$ cat config.mk
export PLATFORM = sky130hd
export DESIGN_NAME = instr_assembler
export DESIGN_NICKNAME = d
export VERILOG_FILES = /design/src/rtl/rv_isa_pkg.sv /design/src/rtl/rv_instr_encode.sv /design/src/rtl/instr_assembler.sv
export SDC_FILE = /design/constraint.sdc
export NUM_CORES = 1
export LEC_CHECK = 0
export ABC_AREA = 1
export CORE_MARGIN = 5
export CORE_UTILIZATION = 42
export DETAILED_ROUTE_END_ITERATION = 10
export PLACE_DENSITY = 0.81
export RECOVER_POWER = 25
export SLEW_MARGIN = 20
export SYNTH_ARGS = -nofsm -noshare
export SYNTH_HDL_FRONTEND = slang
export SYNTH_SLANG_ARGS = --single-unit
$ cat constraint.sdc
create_clock -name clk -period 1.7 [get_ports clk]
set_input_delay 0.34 -clock clk [delete_from_list [all_inputs] [get_ports clk]]
set_output_delay 0.34 -clock clk [all_outputs]
set_load 0.005 [all_outputs]
$ cat src/rtl/rv_isa_pkg.sv
// Shared RV32I opcode constants, the padding NOP word and the loader FSM state type
// for the instruction assembler.
package rv_isa_pkg;

    localparam logic [6:0] OP_R     = 7'h33;
    localparam logic [6:0] OP_I     = 7'h13;
    localparam logic [6:0] OP_LOAD  = 7'h03;
    localparam logic [6:0] OP_JALR  = 7'h67;
    localparam logic [6:0] OP_S     = 7'h23;
    localparam logic [6:0] OP_SB    = 7'h63;
    localparam logic [6:0] OP_LUI   = 7'h37;
    localparam logic [6:0] OP_AUIPC = 7'h17;
    localparam logic [6:0] OP_JAL   = 7'h6F;

    // addi x0, x0, 0
    localparam logic [31:0] NOP_WORD = 32'h0000_0013;

    typedef enum logic [1:0] {
        ST_IDLE,
        ST_LOAD,
        ST_PAD,
        ST_DONE
    } asm_state_t;

endpackage

$ cat src/rtl/rv_instr_encode.sv
// Combinational field-to-word encoder for the R/I/S/SB/U/UJ formats; flags
// opcodes outside the supported set as illegal.
module rv_instr_encode
    import rv_isa_pkg::*;
(
    input  logic [6:0]  opcode,
    input  logic [4:0]  rd,
    input  logic [4:0]  rs1,
    input  logic [4:0]  rs2,
    input  logic [2:0]  funct3,
    input  logic [6:0]  funct7,
    input  logic [31:0] imm,
    output logic [31:0] word,
    output logic        legal
);

    always_comb begin
        word  = '0;
        legal = 1'b1;
        case (opcode)
            OP_R:
                word = {funct7, rs2, rs1, funct3, rd, opcode};
            OP_I, OP_LOAD, OP_JALR:
                word = {imm[11:0], rs1, funct3, rd, opcode};
            OP_S:
                word = {imm[11:5], rs2, rs1, funct3, imm[4:0], opcode};
            OP_SB:
                word = {imm[12], imm[10:5], rs2, rs1, funct3, imm[4:1], imm[11], opcode};
            OP_LUI, OP_AUIPC:
                word = {imm[31:12], rd, opcode};
            OP_JAL:
                word = {imm[20], imm[10:1], imm[11], imm[19:12], rd, opcode};
            default:
                legal = 1'b0;
        endcase
    end

endmodule

$ cat src/rtl/instr_assembler.sv
// Streams decoded instruction fields into sequential instruction-memory writes.
// Optional ASM_NOP_PAD_EN: fill the remaining words of a load with NOPs after the last beat.
//
// state | meaning
// IDLE  | waiting for the first start after reset
// LOAD  | accepting field beats, one memory write per legal beat
// PAD   | writing NOP_WORD until DEPTH words are written (ASM_NOP_PAD_EN only)
// DONE  | load complete, waiting for start
module instr_assembler
    import rv_isa_pkg::*;
#(
    parameter int ADDR_W    = 10,
    parameter int DEPTH     = 256,
    parameter int BASE_ADDR = 0
) (
    input  logic                         clk,
    input  logic                         reset,
    input  logic                         start,
    input  logic                         in_valid,
    output logic                         in_ready,
    input  logic                         in_last,
    input  logic [6:0]                   opcode,
    input  logic [4:0]                   rd,
    input  logic [4:0]                   rs1,
    input  logic [4:0]                   rs2,
    input  logic [2:0]                   funct3,
    input  logic [6:0]                   funct7,
    input  logic [31:0]                  imm,
    output logic                         imem_we,
    output logic [ADDR_W-1:0]            imem_addr,
    output logic [31:0]                  imem_wdata,
    output logic [$clog2(DEPTH+1)-1:0]   words,
    output logic                         busy,
    output logic                         done,
    output logic                         err_illegal
);

    localparam int WORDS_W = $clog2(DEPTH+1);

    asm_state_t         state, state_n;
    logic [WORDS_W-1:0] words_n;
    logic               err_n;
    logic               wr;
    logic [31:0]        wr_data;
    logic [ADDR_W-1:0]  wr_addr;
    logic [31:0]        enc_word;
    logic               enc_legal;
    logic               accept;

    rv_instr_encode u_encode (
        .opcode (opcode),
        .rd     (rd),
        .rs1    (rs1),
        .rs2    (rs2),
        .funct3 (funct3),
        .funct7 (funct7),
        .imm    (imm),
        .word   (enc_word),
        .legal  (enc_legal)
    );

    assign in_ready = (state == ST_LOAD) & ~start & (words < WORDS_W'(DEPTH));
    assign accept   = in_valid & in_ready;
    assign busy     = (state == ST_LOAD) | (state == ST_PAD);
    assign done     = (state == ST_DONE);
    // Byte address of the next word; wraps silently at the ADDR_W boundary.
    assign wr_addr  = ADDR_W'(BASE_ADDR) + ADDR_W'({words, 2'b00});

    always_comb begin
        state_n = state;
        words_n = words;
        err_n   = err_illegal;
        wr      = 1'b0;
        wr_data = '0;
        if (start) begin
            state_n = ST_LOAD;
            words_n = '0;
            err_n   = 1'b0;
        end else begin
            case (state)
                ST_LOAD: begin
                    if (accept) begin
                        if (enc_legal) begin
                            wr      = 1'b1;
                            wr_data = enc_word;
                            words_n = words + WORDS_W'(1);
                        end else begin
                            err_n = 1'b1;
                        end
                        if (words_n == WORDS_W'(DEPTH)) begin
                            state_n = ST_DONE;
                        end else if (in_last) begin
`ifdef ASM_NOP_PAD_EN
                            state_n = ST_PAD;
`else
                            state_n = ST_DONE;
`endif
                        end
                    end
                end
`ifdef ASM_NOP_PAD_EN
                ST_PAD: begin
                    wr      = 1'b1;
                    wr_data = NOP_WORD;
                    words_n = words + WORDS_W'(1);
                    if (words_n == WORDS_W'(DEPTH)) begin
                        state_n = ST_DONE;
                    end
                end
`endif
                default: ;
            endcase
        end
    end

    always_ff @(posedge clk) begin
        if (reset) begin
            state       <= ST_IDLE;
            words       <= '0;
            err_illegal <= 1'b0;
            imem_we     <= 1'b0;
            imem_addr   <= ADDR_W'(BASE_ADDR);
            imem_wdata  <= '0;
        end else begin
            state       <= state_n;
            words       <= words_n;
            err_illegal <= err_n;
            imem_we     <= wr;
            if (wr) begin
                imem_addr  <= wr_addr;
                imem_wdata <= wr_data;
            end else if (start) begin
                imem_addr  <= ADDR_W'(BASE_ADDR);
            end
        end
    end

endmodule
# [Yosys cells after proc, flatten, opt, wreduce, memory -nomap -nowiden]
# Index checks and enable logic that the tools add are counted.
[totals] ff_bits=53 inputBits=69 out_inout_bits=56 word_cells=62
[op_classes] addsub=1 magnitude_cmp=1 n_eq_ne=13 n_mux=21 n_bitwise=6 n_reduce_logical=13
[ops] operator="$pmux 32 s6" count=1
[ops] operator="$mux 32" count=4
[ops] operator="$mux 9" count=4
[ops] operator="$eq 7x6->1 const B" count=3
[ops] operator="$eq 7x7->1 const B" count=3
[ops] operator="$mux 10" count=2
[ops] operator="$eq 7x5->1 const B" count=2
[ops] operator="$add 9x1->9 const B" count=1
[ops] operator="$eq 9x9->1 const B" count=1
[ops] operator="$lt 9x9->1 const B" count=1
[ops] operator="$reduce_and 3->1" count=3
[ops] operator="$reduce_or 9->1" count=1
[ops] operator="$mux 1" count=8
[ops] operator="$reduce_bool 2->1" count=4
[ops] operator="$eq 7x2->1 const B" count=1
[ops] operator="$eq 2x2->1 const B" count=2
[ops] operator="$mux 2" count=2
[ops] operator="$reduce_or 2->1" count=2
[ops] operator="$and 1x1->1" count=3
[ops] operator="$reduce_bool 3->1" count=1
[ops] operator="$reduce_or 3->1" count=1
[ops] operator="$eq 2x1->1 const B" count=1
[ops] operator="$not 1->1" count=2
[ops] operator="$reduce_and 2->1" count=1
[ops] operator="$or 1x1->1" count=1

# [Longest topological paths before layout]
[logic_depth] word_depth=12 mapped_depth=13 mapped_depth_nobuf=13

# [Hierarchy]
# Synthesis repeated with hierarchy kept, for this count alone.
[unflattened] hier_cells=573 area_unflattened_um2=3540.9
[by_module_without_submodules] mod="instr_assembler" instances=1 cells_per_inst=291 area_each_um2=2232.1 seq_area_each_um2=1061.0
[by_module_without_submodules] mod="rv_instr_encode" instances=1 cells_per_inst=282 area_each_um2=1308.8 seq_area_each_um2=0.0

# [Worst setup path after synthesis]
# Ideal clock, no wire load.
[synth_path] kind="in2reg" from="input port opcode[1]" to="register imem_wdata[13]" arrival_time_ns=1.436 required_ns=1.568 path_slack_ns=0.131 path_stages=11 path_cell_list="nand2_1 > nor2_2 > nand2_2 > nand3_1 > nor2_4 > nor2_4 > inv_4 > buf_6 > buf_6 > nand2_1 > a21oi_1"
[synth_via] elab_chain_len=7
[synth_lines] item="start: declaration" line="instr_assembler.sv:22" source="input logic [6:0] opcode,"
[synth_lines] item="$eq 7x5->1, or another cell as far along" line="rv_instr_encode.sv:20" source="case (opcode)"
[synth_lines] item="$reduce_or 3->1, or another cell as far along"
[synth_lines] item="$pmux 32 s6 or $mux 1 (tied branches)" line="rv_instr_encode.sv:20"
[synth_lines] item="$mux 32 or $mux 1 (tied branches)" line="instr_assembler.sv:83" source="if (enc_legal) begin"
[synth_lines] item="$mux 32 or $mux 1 (tied branches)" line="instr_assembler.sv:82" source="if (accept) begin"
[synth_lines] item="$mux 32 or $mux 1 (tied branches)" line="instr_assembler.sv:80" source="case (state)"
[synth_lines] item="$mux 32 or $mux 1 (tied branches)" line="instr_assembler.sv:75" source="if (start) begin"
[synth_lines] item="end signal: assignment" line="instr_assembler.sv:131" source="imem_wdata <= wr_data;"
[synth_lines] item="end: declaration" line="instr_assembler.sv:31" source="output logic [31:0] imem_wdata,"
# Several ways; a longest one is shown, not always the timed one.
# A chain may end at the register's enable or synchronous reset.

# [Worst setup path in the final report]
[layout_path] from="input port opcode[4]" to="register state[1]"
[layout_via] elab_chain_len=10
[layout_lines] item="$eq 7x6->1, or another cell as far along" line="rv_instr_encode.sv:20"
[layout_lines] item="$reduce_or 9->1 (no source line) *"
[layout_lines] item="$mux 1 *" line="rv_instr_encode.sv:20"
[layout_lines] item="$mux 9 *" line="instr_assembler.sv:83"
[layout_lines] item="$mux 9 *" line="instr_assembler.sv:82"
[layout_lines] item="$mux 9 *" line="instr_assembler.sv:80"
[layout_lines] item="$mux 9 *" line="instr_assembler.sv:75"
[layout_lines] item="$eq 9x9->1 *" line="instr_assembler.sv:90" source="if (words_n == WORDS_W'(DEPTH)) begin"
[layout_lines] item="$reduce_bool 2->1 (no source line)"
[layout_lines] item="$reduce_and 3->1 (no source line)"
[layout_lines] item="end signal: assignment" line="instr_assembler.sv:125" source="state <= state_n;"
[layout_lines] item="end: declaration" line="instr_assembler.sv:40" source="asm_state_t state, state_n;"
# Every way passes the cells marked *; elsewhere a longest branch is shown, timed or not. The select of a mux whose other input is x is not followed.

==> metrics.md <==
| Metric | Value |
|---|---|
| Netlist Area Pre-Place | `2720 µm²` |
| Total Power | `2.31 mW` |
| Layout cells sized above 1 | `18.4%` |
| Die Y | `90.5 µm` |
| CTS Hold Bufs | `0` |
| Synthesized area per cell | `6.81 µm²` |
| Port bufs | `122` |
| CP max FO | `4` |
| Top cell type's share of synthesized area | `39.0%` |
| Die ar. | `8190 µm²` |
| Worst EP required | `1940 ps` |
| Starting Density | `43.1%` |
| # rows | `29` |
| Detailed placement HPWL | `7020 µm` |
| Worst skew pair latency | `310 ps` |
| CP dominant cell by count | `nand2_2` |
| Number of library cell types mapped by synthesis | `33` |
| Final Hold Fails | `0` |
| Drt drc | `0` |
| DR WL/cell | `14.7 µm` |
| Global-route wire length before repair | `14500 µm` |
| Vias per cell | `5.14` |
| GR Util met3 | `6.92%` |
| # clock sinks | `53` |
| Met1 usage | `24.8%` |
| DRT Pass-1 Iters | `4` |
| FF+latch count, synth | `53` |
| CP endpoint kind | `register` |
| Core ar. | `6310 µm²` |
| Via count | `3249` |
| Worst-path cell chain | `clkdlybuf4s15_1, inv_2, nand2_2, nor2_4, nand2_2, nand3_2, nor2_4, buf_6, nor2_1, nor2_1, nand4_1, nand2_1, nand2_2, a21oi_1` |
| Post-synthesis sequential area ratio | `39.0%` |
| H-tree depth | `2` |
| Synth top area cells | `dfxtp_1, nand2_1, a21oi_1` |
| R2R setup slack | `90 ps` |
| Ys Warns | `0` |
| Met2 usage | `36.1%` |
| CTS tree | `done` |
| Critical Path Max Stage Delay | `240 ps` |
| Worst vdd ir | `0.000408 V` |
| Total I/O pin count | `125` |
| Leak | `1.88 nW` |
| EDFF count, synth | `0` |
| Startpoint Class | `input pin` |
| Outcome | `finished, final reports clean` |
| Max Clock Skew | `7.18 ps` |
| Hold slack final | `469 ps` |
| Finished Layout Cells | `632` |
| Number of global-route vias before repair | `3199` |
| Max clock buf depth | `2` |
| Root Buffer Master | `clkbuf_8` |
| FFs w/ async S/R, synth | `0%` |
| Initial drt markers | `127` |
| Antenna Cells | `0` |
| WP buf/inv | `3` |
| Top cells by count, synth | `nand2_1, dfxtp_1, a21oi_1` |
| Cell Pwr Density | `514 nW/µm²` |
| Yosys top cell by area | `dfxtp_1` |
| Initial antenna violation count | `0` |
| GR Overflow Total | `0` |
| Tightest Hold Check Type | `input pin to register` |
| Min Tclk post-route | `1680 ps` |
| Routability congestion estimate | `0.927` |
| Crit path kind | `input pin to register` |
| Max Freq | `596 MHz` |
| Final setup fails | `0` |
| Routed Antenna Nets | `0` |
| Count leader, synth | `nand2_1` |
| CP max stage cell | `clkdlybuf4s15_1` |
| Area delta synth->final | `64.9%` |
| WP data arrival | `1920 ps` |
| Die Wd | `90.5 µm` |
| Total Routed Length | `9280 µm` |
| Most used routing layer | `met2` |
| Top Family by Delay on Critical Path | `simple AND/OR/NAND/NOR gates` |
| Max Cap Violations | `0` |
| Placed cells | `620` |
| Syn Inst Count | `400` |
| Total CTS buffers | `5` |
| Unrepaired setup endpoints after global routing | `yes` |
| Largest net degree at the start of global routing | `34` |
| Final Slew Violations | `0` |
| CTS clk-pin slew, worst paths | `100 ps` |
| Final period util | `98.7%` |
| Tot GR Track Use | `21.2%` |
| Top_reg_cell synth | `dfxtp_1` |
| Total Nets Final | `626` |
[cell usage in the layout, fill, tap and decap left out, types with 2 or more instances in the layout]
| cell | instances |
|---|---|
| a21oi_1 | 30 |
| a21oi_2 | 2 |
| a22o_1 | 13 |
| a31oi_1 | 3 |
| buf_12 | 2 |
| buf_4 | 36 |
| buf_6 | 2 |
| clkbuf_2 | 4 |
| clkbuf_8 | 5 |
| clkdlybuf4s50_1 | 111 |
| conb_1 | 2 |
| dfxtp_1 | 47 |
| dfxtp_2 | 6 |
| dlygate4sd2_1 | 2 |
| dlymetal6s2s_1 | 4 |
| ha_1 | 2 |
| inv_1 | 28 |
| inv_2 | 8 |
| inv_4 | 2 |
| nand2_1 | 122 |
| nand2_2 | 9 |
| nand2_4 | 3 |
| nand3_1 | 23 |
| nand3_2 | 3 |
| nand3_4 | 2 |
| nand4_1 | 3 |
| nor2_1 | 24 |
| nor2_2 | 7 |
| nor2_4 | 5 |
| nor3_1 | 2 |
| o21ai_0 | 19 |
| o21ai_1 | 9 |
| o22ai_1 | 2 |
[registers in the layout, indices dropped and copies added, names as in the netlist]
signal,cells
imem_wdata,32
state,2
words,9
imem_addr,8
imem_we,1
err_illegal,1
[power breakdown]
part,switching (mW),internal (mW),leakage (nW)
Combinational,0.131,0.192,1.41
Sequential,0.00344,1.25,0.430
Clock,0.443,0.293,0.0445
Total,0.577,1.73,1.88
[repair_timing]
| item | in CTS | in global routing |
|---|---|---|
| setup buffers | 3 | 1 |
| gates resized for setup | 26 | 37 |
| setup endpoints to repair | 51 | 51 |
| pin swaps | 8 | 9 |
[final cells by class]
| type | instances | area [µm²] |
|---|---|---|
| Sequential cell | 53 | 1070 |
| Fill cell | 524 | 1820 |
| Tap cell | 77 | 96.3 |
| Multi-Input combinational cell | 293 | 1530 |
| Clock buffer | 5 | 68.8 |
| Timing Repair Buffer | 163 | 1560 |
| Clock inverter | 3 | 21.3 |
| Inverter | 38 | 148 |
[cell families (layout without fill, tap and decap cells)]
kind of cell / count (synthesis) / after routing / synth area share (%)
buf+inv: 55 / 209 / 9.05
other cells: 1 / 2 / 0.138
simple gates: 203 / 203 / 31.6
flops: 53 / 53 / 39.0
compound gates: 84 / 84 / 18.6
fa+ha+maj: 3 / 3 / 1.38
xor+xnor: 1 / 1 / 0.322
[worst paths after layout]
path                  startpoint             end  cells after the start
setup / recovery       opcode[4]        state[1]                     14
hold / removal         opcode[6]   imem_wdata[6]                      4
setup reg to reg        words[0]        state[1]                     13
hold reg to reg   imem_wdata[23]  imem_wdata[23]                      2
[metrics by stage]
step           TNS, ps  utilization [%]  setup WS (ps)  area [µm²]
6_report             0             71.1           22.9        4490
5_1_grt           -147             71.1          -85.4        4490
4_1_cts           -116             69.9          -65.8        4410
3_5_place_dp    -21890             67.2           -524        4250
3_3_place_gp    -20220             67.2           -442        4250
2_1_floorplan        0                -            131        2730
[worst reg2reg max path, cell delays in order (launching register included)]
cell,delay [ps]
dfxtp_2,380
ha_4,150
nand2_1,60
inv_2,100
nand3_1,70
nand2_1,80
nand2_2,60
nor2_2,120
nand2_1,60
nand2_1,50
nand4_1,80
nand2_1,110
nand2_2,70
a21oi_1,140
[per-layer routing]
layer | vias to the layer above | routed length (µm) | part of all wire, %
met1 | 1489 | 3710 | 40
met3 | 19 | 811 | 8.7
met4 | 0 | 179 | 1.9
met2 | 129 | 4580 | 49
li1 | 1612 | - | -
met5 | - | 0 | 0
Power figures use the tool's default switching activity.
